**config.mk**
```make
export PLATFORM = sky130hd
export DESIGN_NAME = pipe_ctrl
export DESIGN_NICKNAME = d
export VERILOG_FILES = /design/src/rtl/pipe_ctrl.sv
export SDC_FILE = /design/constraint.sdc
export NUM_CORES = 1
export LEC_CHECK = 0
export ABC_AREA = 0
export CAP_MARGIN = 20
export CORE_MARGIN = 2
export CORE_UTILIZATION = 48
export CTS_CLUSTER_SIZE = 40
export DETAILED_ROUTE_END_ITERATION = 16
export PLACE_DENSITY = 0.85
export SKIP_CTS_REPAIR_TIMING = 1
export SYNTH_ARGS = -nofsm -noshare
export SYNTH_HDL_FRONTEND = slang
export SYNTH_SLANG_ARGS = --single-unit
```
**constraint.sdc**
```tcl
create_clock -name clk_i -period 7.7 [get_ports clk_i]
set_input_delay 1.155 -clock clk_i [delete_from_list [all_inputs] [get_ports clk_i]]
set_output_delay 1.155 -clock clk_i [all_outputs]
set_load 0.005 [all_outputs]
```
**src/rtl/pipe_ctrl.sv**
```systemverilog
// pipe_ctrl: STAGES-deep payload pipeline with per-stage stall and flush.
// Optional macro PIPE_BUBBLE_COLLAPSE_EN lets empty stages squeeze out bubbles under backpressure.
module pipe_ctrl #(
   parameter int STAGES = 5,
   parameter int WIDTH  = 32
) (
   input  logic                          clk_i,
   input  logic                          rst_i,
   input  logic                          in_valid_i,
   input  logic [WIDTH-1:0]              in_data_i,
   output logic                          in_ready_o,
   input  logic [STAGES-1:0]             stall_req_i,
   input  logic [STAGES-1:0]             flush_i,
   output logic                          out_valid_o,
   output logic [WIDTH-1:0]              out_data_o,
   input  logic                          out_ready_i,
   output logic [STAGES-1:0]             stage_valid_o,
   output logic [STAGES*WIDTH-1:0]       stage_data_o,
   output logic [STAGES-1:0]             stage_hold_o,
   output logic [$clog2(STAGES+1)-1:0]   count_o,
   output logic [15:0]                   kill_cnt_o
);
   localparam int CW = $clog2(STAGES+1);

   logic [STAGES-1:0] valid_q, valid_d;
   logic [WIDTH-1:0]  data_q [STAGES];
   logic [WIDTH-1:0]  data_d [STAGES];
   logic [STAGES-1:0] occ, hold, kill;
   logic [CW-1:0]     count_q, count_d, killed;
   logic [15:0]       kill_cnt_q, kill_cnt_d;
   logic [16:0]       kill_sum;

`ifdef PIPE_BUBBLE_COLLAPSE_EN
   assign occ = valid_q;
`else
   assign occ = '1;
`endif

   // hold ripples from the exit toward the entry; kill spreads from a flush point down to stage 0
   always_comb begin
      hold = '0;
      kill = '0;
      hold[STAGES-1] = stall_req_i[STAGES-1] | (occ[STAGES-1] & ~out_ready_i);
      kill[STAGES-1] = flush_i[STAGES-1];
      for (int k = STAGES-2; k >= 0; k--) begin
         hold[k] = stall_req_i[k] | (occ[k] & hold[k+1]);
         kill[k] = flush_i[k] | kill[k+1];
      end
   end

   generate
      for (genvar gi = 0; gi < STAGES; gi++) begin : g_stage
         logic             src_valid;
         logic [WIDTH-1:0] src_data;
         logic             v_d;
         logic [WIDTH-1:0] d_d;

         if (gi == 0) begin : g_entry
            assign src_valid = in_valid_i;
            assign src_data  = in_data_i;
         end else begin : g_body
            assign src_valid = valid_q[gi-1] & ~hold[gi-1] & ~kill[gi-1];
            assign src_data  = data_q[gi-1];
         end

         // an advancing stage whose source does not move takes a bubble and keeps its old data
         always_comb begin
            v_d = valid_q[gi];
            d_d = data_q[gi];
            if (kill[gi]) begin
               v_d = 1'b0;
            end else if (!hold[gi]) begin
               v_d = src_valid;
               if (src_valid) begin
                  d_d = src_data;
               end
            end
         end

         assign valid_d[gi] = v_d;
         assign data_d[gi]  = d_d;
         assign stage_data_o[gi*WIDTH +: WIDTH] = data_q[gi];
      end
   endgenerate

   always_comb begin
      count_d = '0;
      killed  = '0;
      for (int k = 0; k < STAGES; k++) begin
         count_d = count_d + CW'(valid_d[k]);
         killed  = killed + CW'(valid_q[k] & kill[k]);
      end
      kill_sum   = {1'b0, kill_cnt_q} + 17'(killed);
      kill_cnt_d = kill_sum[16] ? 16'hFFFF : kill_sum[15:0];
   end

   always_ff @(posedge clk_i) begin
      if (!rst_i) begin
         valid_q    <= '0;
         count_q    <= '0;
         kill_cnt_q <= '0;
         for (int k = 0; k < STAGES; k++) begin
            data_q[k] <= '0;
         end
      end else begin
         valid_q    <= valid_d;
         count_q    <= count_d;
         kill_cnt_q <= kill_cnt_d;
         for (int k = 0; k < STAGES; k++) begin
            data_q[k] <= data_d[k];
         end
      end
   end

   assign in_ready_o    = rst_i & ~hold[0] & ~kill[0];
   assign out_valid_o   = valid_q[STAGES-1];
   assign out_data_o    = data_q[STAGES-1];
   assign stage_valid_o = valid_q;
   assign stage_hold_o  = hold;
   assign count_o       = count_q;
   assign kill_cnt_o    = kill_cnt_q;

endmodule
```
# --- Word-level counts from Yosys, hierarchy flattened ---
# Memory sizes are Yosys's and may differ from the RTL's.
# Cells that the tools add are included.
word_totals:
  reg_bits: 24
  ramBits: 160
  output_inout_bits: 223
  n_memories: 1
classes:
  n_addsub: 9
  n_mux: 33
  bitwise: 38
memory_table:
  columns: ["memory", "depth", "width", "rd", "rd_ports_with_merged_regs", "write_ports", "line_no", "rtl"]
  rows:
  - ["data_q", 5, 32, 5, 0, 5, "26", "logic [WIDTH-1:0] data_q [STAGES];"]
op_table:
  columns: ["operator", "n"]
  rows:
  - ["two-way mux 32 bit", 20]
  - ["adder 16 x 3 -> 17 bit", 1]
  - ["two-way mux 16 bit", 1]
  - ["bitwise AND 1 bit", 15]
  - ["OR 1 bit", 14]
  - ["adder 3 x 1 -> 3 bit", 4]
  - ["two-way mux 1 bit", 12]
  - ["NOT 1 bit", 9]
  - ["adder 2 x 1 -> 3 bit", 2]
  - ["adder 1 x 1 -> 2 bit", 2]

# --- Depth between registers and ports, before layout ---
# Gate-level depths: netlist of the first run.
depth:
  ltp_word: 15
  mapped_depth: 12

# --- Least setup slack after synthesis of the first run ---
# No wires, ideal clock.
synth_timing:
  path_kind: "in2reg"
  start: "input flush_i[4]"
  end: "register kill_cnt_q[9] (netlist: kill_cnt_o[9])"
  setup_time_ns: 0.137
  t_arrival_ns: 4.317
  required_ns: 7.563
  setup_slack_ns: 3.246
  stages: 12
  n_path_buf: 1
  path_cell_list: "or4_4 nor2_4 nor2b_1 fa_1 fa_1 ha_1 fa_1 a21oi_1 nor3_2 nand3_1 clkbuf_1 a31oi_1"
synth_via:
  elab_chain_cells: 11
  elab_cells_between_ends: 15
  classes_between: "add/sub: 5; mux: 1; bitwise: 9"
synth_rtl:
  columns: ["item", "line_no", "rtl"]
  rows:
  - ["start, declared", "13", "input logic [STAGES-1:0] flush_i,"]
  - ["OR 1 bit (4 in a row)", "47", "kill[k] = flush_i[k] | kill[k+1];"]
  - ["bitwise AND 1 bit", "91", "killed = killed + CW'(valid_q[k] & kill[k]);"]
  - ["adder 1 x 1 -> 2 bit", "91", null]
  - ["adder 2 x 1 -> 3 bit", "91", null]
  - ["adder 3 x 1 -> 3 bit", "91", null]
  - ["adder 3 x 1 -> 3 bit *", "91", null]
  - ["adder 16 x 3 -> 17 bit *", "93", "kill_sum = {1'b0, kill_cnt_q} + 17'(killed);"]
  - ["two-way mux 16 bit *", "94", "kill_cnt_d = kill_sum[16] ? 16'hFFFF : kill_sum[15:0];"]
  - ["end signal, assigned", "108", "kill_cnt_q <= kill_cnt_d;"]
  - ["end, declared", "30", "logic [15:0] kill_cnt_q, kill_cnt_d;"]
# Mark *: on every way between the ends. The rest lies on a longest branch, timed or not.
# A chain may end at the register's enable or synchronous reset.

# --- Worst setup path after layout of the first run ---
layout_timing:
  start: "input flush_i[4]"
  end: "register kill_cnt_q[0] (netlist: kill_cnt_o[0])"
# The elaborated chain is that of the path after synthesis.

==> flow_metrics.tcl, run 1 <==
set metrics [dict create \
    outcome "finished, final reports clean" \
    numCtsBuffers 17 \
    via_per_inst 5.12 \
    n_fill_cell 1189 \
    antenna_found_initial 0 \
    placed_area_um2 9760 \
    nets 1114 \
    fin_skew_ns 0.00655 \
    drive_gt1_share_pct 4.86 \
    insertion_delay_ns 0.42 \
    max_freq_mhz 203 \
    drc 0 \
    ys.flop_type "dfxtp_1" \
    power_frac_seq_pct 48.9 \
    initialDrtViolationCount 489 \
    ir_drop_mv 0.145 \
    crit_path_start_kind "input port" \
    relSlewSlack_pct 49.9 \
    io_buffers 268 \
    yosys.area.top_type "dfxtp_1" \
    initial_core_util_pct 48.7 \
    syn_inst 850 \
    final_cells 1259 \
    grt_first_pass_wirelength_um 31300 \
    layout_common_cells "nand2_1, clkdlybuf4s50_1, dfxtp_1" \
    fin_crit_ns 4.93 \
    critPathArrivalTime_ns 5.28 \
    clkTransAtPathRegs_ns 0.07 \
    syn_to_final_growth_pct 42.6 \
    min_from "data_q[0][86]$_SDFFE_PN0P_" \
    internal-power_w 0.00153 \
    final_common_cell "nand2_1" \
    root_buffer "clkbuf_16" \
    p_sw_w 0.000415 \
    clkSinkCount 184 \
    synth_top_cells_by_area "dfxtp_1, nand2_1, mux2i_1" \
    yosysTopAreaCellShare_pct 50.3 \
    netlist_area_um2 7330 \
    cpMaxStageDelayCell "or4_4" \
    yosysWarnings 0 \
    cap_violations 0 \
    sw_frac_of_total_pct 21.3 \
    clockPowerShare_pct 48.3 \
    path_cells "clkdlybuf4s50_1, or4_4, nor2_4, nor2b_1, fa_1, fa_1, ha_1, fa_1, a21oi_1, nor3_2, nand3_1, a21oi_1" \
    post_drt_wl_per_cell_um 15.8 \
    ant_nets 0 \
    setup_viol 0 \
    diodes 0 \
    crit_top_cell "fa_1" \
    grt_max_degree 74 \
    design.die.area_um2 16300 \
    worstMarginPinSlew_ns 0.750 \
    ys_async_sr_fraction_pct 0 \
    p_comb_share_pct 2.7 \
    die_w_um 128 \
    drv_slew 0 \
    ys_ff_latch 184 \
    max_stage_delay_ns 0.62 \
    startpoint "flush_i[4]" \
    critical_path_class "input port to flop" \
    dr.pass1.iters 5 \
    power_per_cell_area_nw_per_um2 186 \
    final_area_um2 10400 \
    die_y_um 128 \
    ys_types 40 \
    tns_ns 0 \
    r2r-start "stage_valid_o[0]$_SDFF_PN0_" \
    cts_tree "done" \
    syn-num-nets 906 \
    hold_violations 0 \
    critPathMaxFanout 11 \
    crit_path_end_kind "flop" \
    placedCellCount 1225 \
    final_util_pct 69.5 \
    avgSynthCellArea_um2 8.62 \
    ios 269 \
    rsz0062_at_grt "no" \
    fin_crit_sh_pct 64.0 \
    gp_congestion 0.832 \
    grt_usage_pct 24.3 \
    hpwlAfterDp_um 14200 \
    vias 6449 \
    grt-ovfl-total 0 \
    power.leakage_nw 3.75 \
    core_um2 15000 \
    synth_edf_count 0 \
    rows 45 \
    htree_levels 4 \
    cts.path.max_buffers 2 \
    hold_class "flop to flop" \
    drt_wl_total_um 19900 \
    grt_pass1_vias 5807 \
    ys_seq_area_share_pct 50.3 \
    cp.required_ns 8.05 \
]
flip-flops by register name, indices dropped and copies added (netlist names):
| name | cells |
|---|---|
| kill_cnt_o | 16 |
| stage_valid_o | 5 |
| data_q | 160 |
| count_o | 3 |
synth_stat cells (all sizes together), types with 2 or more instances:
cell type and n:
a21oi 111, buf 50, a2111oi 2, nor2 7, nor4 2, nor3 7, fa 5, nand3 8
a311oi 2, o21ai 5, nand4 6, nand2 297, nor2b 5, ha 5, xnor2 8, a31oi 4
inv 10, and3 8, clkbuf 38, dfxtp 184, and2 10, mux2i 66
layer usage:
metal,GRT usage [%],vias up,wire (µm)
met5,0,-,0
met4,12.2,0,811
met3,5.82,51,1160
met2,36.4,231,8970
met1,33.0,2973,8940
li1,-,3194,-
path summary, 6_finish.rpt:
path / end / slack (ns) / depth (start not counted)
max: kill_cnt_o[0]$_SDFF_PN0_ / 2.77 / 12
min: data_q[0][118]$_SDFFE_PN0P_ / 0.47 / 2
max reg2reg: kill_cnt_o[0]$_SDFF_PN0_ / 4.19 / 9
min reg2reg: data_q[0][118]$_SDFFE_PN0P_ / 0.47 / 2
logic make-up after synthesis:
| logic type | count (synthesis) | synth area share [%] |
|---|---|---|
| xor gates and xnor gates | 8 | 0.956 |
| and+or+nand+nor | 358 | 20.7 |
| muxes | 66 | 9.02 |
| DFF | 184 | 50.3 |
| buffers and inverters | 98 | 7.86 |
| AOI/OAI and AO/OA | 126 | 8.97 |
| adders and majority gates | 10 | 2.22 |
critical path, delay by kind of cell:
family,cells,cell delay [ns]
adder cells (fa/ha/maj),4,1.47
AO/OA/AOI/OAI,2,0.39
AND/OR/NAND/NOR,5,1.78
buffers and inverters,1,0.49
power groups by stage:
stage	Sequential (W)	Combinational (W)	Clock (W)
floorplan	0.000973	0.0000225	0
CTS	0.000951	0.0000530	0.000955
finish	0.000951	0.0000530	0.000940
global placement	0.000973	0.0000525	0
global route	0.000950	0.0000581	0.000995
detailed placement	0.000973	0.0000528	0
layout make-up:
| type | count | area (µm²) | area share (%) |
|---|---|---|---|
| Timing Repair Buffer | 277 | 2780 | 26.6 |
| Inverter | 10 | 38.8 | 0.371 |
| Clock buffer | 17 | 425 | 4.07 |
| Clock inverter | 15 | 216 | 2.07 |
| Multi-Input combinational cell | 568 | 3070 | 29.4 |
| Sequential cell | 184 | 3680 | 35.3 |
| Tap cell | 188 | 235 | 2.25 |
metrics by stage:
stage	hold slack (ns)	total power [W]	worst slack, ns
floorplan	0.461	0.000996	3.25
global placement	0.452	0.00103	2.57
detailed placement	0.461	0.00103	2.41
CTS	0.469	0.00196	2.86
global route	0.489	0.00200	2.57
finish	0.467	0.00194	2.77
(Power assumes the default switching activity.)
==> run 2, diff against run 1 <==
--- a/config.mk
+++ b/config.mk
@@ -8,10 +8,10 @@
 export ABC_AREA = 0
 export CAP_MARGIN = 20
 export CORE_MARGIN = 2
-export CORE_UTILIZATION = 48
+export CORE_UTILIZATION = 40
 export CTS_CLUSTER_SIZE = 40
 export DETAILED_ROUTE_END_ITERATION = 16
-export PLACE_DENSITY = 0.85
+export PLACE_DENSITY = 0.76
 export SKIP_CTS_REPAIR_TIMING = 1
 export SYNTH_ARGS = -nofsm -noshare
 export SYNTH_HDL_FRONTEND = slang
==> constraint.sdc (replaced) <==
create_clock -name clk_i -period 4.2 [get_ports clk_i]
set_input_delay 0.63 -clock clk_i [delete_from_list [all_inputs] [get_ports clk_i]]
set_output_delay 0.63 -clock clk_i [all_outputs]
set_load 0.005 [all_outputs]
==> flow_metrics.tcl, run 2 (synthesis gave the netlist of run 1 again) <==
set metrics [dict create \
    outcome "finished, final reports clean" \
    rsz0062_at_grt "no" \
    top_usage_layer "met2" \
    clkTransAtPathRegs_ns 0.06 \
    layout_common_cells "nand2_1, clkdlybuf4s50_1, dfxtp_1" \
    rows 49 \
    cp.required_ns 4.54 \
    cap_violations 0 \
    insertion_delay_ns 0.43 \
    design.die.area_um2 19400 \
    met3_usage_pct 4.89 \
    clockPowerShare_pct 47.2 \
    root_buffer "clkbuf_16" \
    io_buffers 268 \
    cts.path.max_buffers 2 \
    crit_path_end_kind "flop" \
    cts_tree "done" \
    met1_usage_pct 28.3 \
    htree_levels 4 \
    clkSinkCount 184 \
    max_freq_mhz 256 \
    vias 6399 \
    relSlewSlack_pct 33.3 \
    numCtsBuffers 17 \
    crit_path_start_kind "input port" \
    drc 0 \
    p_sw_w 0.000747 \
    drv_slew 0 \
    drive_gt1_share_pct 5.91 \
    critical_path_class "input port to flop" \
    internal-power_w 0.00275 \
    dp_slack_ns -0.114 \
    drt_wl_total_um 21100 \
    hold_violations 0 \
    initialDrtViolationCount 303 \
    grt_usage_pct 21.2 \
    grt_pass1_vias 6028 \
    critPathArrivalTime_ns 4.24 \
    crit_top_cell "fa_1" \
    final.setup.worst_slack_ns 0.300 \
    via_per_inst 4.88 \
    syn_to_final_growth_pct 43.7 \
    fin_skew_ns 0.00970 \
    post_drt_wl_per_cell_um 16.1 \
    hold_class "flop to flop" \
    fin_crit_ns 3.90 \
    dr.pass1.iters 5 \
    setup_viol 0 \
    fin_crit_sh_pct 92.9 \
    die_w_um 139 \
    power.leakage_nw 3.78 \
    ios 269 \
    diodes 0 \
    ir_drop_mv 0.285 \
    largest_register "data_q" \
    tns_ns 0 \
    final_common_cell "nand2_1" \
    die_y_um 139 \
    gp_congestion 0.879 \
    sw_frac_of_total_pct 21.3 \
    path_cells "clkdlybuf4s50_1, or4_4, nor2_4, nor2b_1, fa_1, fa_1, ha_1, fa_1, a21oi_1, nor3_2, nand3_1, buf_4, a21oi_1" \
    largest_reg_flops 160 \
    max_stage_delay_ns 0.57 \
    worstMarginPinSlew_ns 1.00 \
    core_um2 18000 \
    nets 1127 \
    power_per_cell_area_nw_per_um2 332 \
    antenna_found_initial 0 \
    initial_core_util_pct 40.8 \
    power_frac_seq_pct 49.9 \
    grt_use_met2_pct 33.0 \
    critPathMaxFanout 9 \
    cpMaxStageDelayCell "or4_4" \
    holdWs_ns 0.469 \
    ant_nets 0 \
    grt_max_degree 106 \
    grt-ovfl-total 0 \
    grt_first_pass_wirelength_um 33000 \
    p_comb_share_pct 2.9 \
    hpwlAfterDp_um 15300 \
]
run 2: area by class of cell:
class                           count  area, µm²
Clock buffer                       18        439
Clock inverter                     13        166
Fill cell                        1643       7440
Inverter                           10       38.8
Multi-Input combinational cell    568       3070
Sequential cell                   184       3680
Tap cell                          229        287
Timing Repair Buffer              290       2850
run 2: stage by stage:
| step | area, µm² | util (%) | cells | power [W] |
|---|---|---|---|---|
| final | 10500 | 58.6 | 1312 | 0.00350 |
| after global routing | 10500 | 58.6 | 1312 | 0.00361 |
| after CTS | 10500 | 58.6 | 1312 | 0.00353 |
| after detailed placement | 9920 | 55.2 | 1281 | 0.00189 |
| after global placement | 9920 | 55.2 | 1281 | 0.00189 |
| after floorplan | 7330 | - | 850 | 0.00183 |
run 2: critical path, delay by kind of cell:
family | cells | cell delay (ns)
fa+ha+maj | 4 | 1.43
simple gates | 5 | 1.31
buf+inv | 2 | 0.62
compound gates | 2 | 0.26
run 2: routing by layer:
metal	part of all wire (%)	routed length [µm]
met5	0	0
met4	3.6	761
met3	5.4	1140
met2	46	9690
met1	45	9500
run 2: path summary, 6_finish.rpt:
| kind | to | cells past startpoint | start | slack, ns |
|---|---|---|---|---|
| worst max register to register | kill_cnt_o[3]$_SDFF_PN0_ | 10 | stage_valid_o[0]$_SDFF_PN0_ | 1.04 |
| worst max-delay path | kill_cnt_o[3]$_SDFF_PN0_ | 13 | flush_i[4] | 0.30 |
| worst min-delay path | data_q[0][129]$_SDFFE_PN0P_ | 2 | data_q[0][97]$_SDFFE_PN0P_ | 0.47 |
| worst min register to register | data_q[0][129]$_SDFFE_PN0P_ | 2 | data_q[0][97]$_SDFFE_PN0P_ | 0.47 |
run 2: power groups by stage:
| stage | Sequential, W | Combinational, W | Clock, W |
|---|---|---|---|
| final | 0.00174 | 0.000103 | 0.00165 |
| after global routing | 0.00174 | 0.000112 | 0.00176 |
| after CTS | 0.00174 | 0.000103 | 0.00168 |
| after detailed placement | 0.00178 | 0.000103 | 0 |
| after global placement | 0.00178 | 0.000102 | 0 |
| after floorplan | 0.00178 | 0.0000413 | 0 |
==> run 3, diff against run 2 <==
--- a/config.mk
+++ b/config.mk
@@ -6,7 +6,6 @@
 export NUM_CORES = 1
 export LEC_CHECK = 0
 export ABC_AREA = 0
-export CAP_MARGIN = 20
 export CORE_MARGIN = 2
 export CORE_UTILIZATION = 40
 export CTS_CLUSTER_SIZE = 40
==> results of run 3 <==
The final DEF is identical to that of run 2; final timing and power are the same.
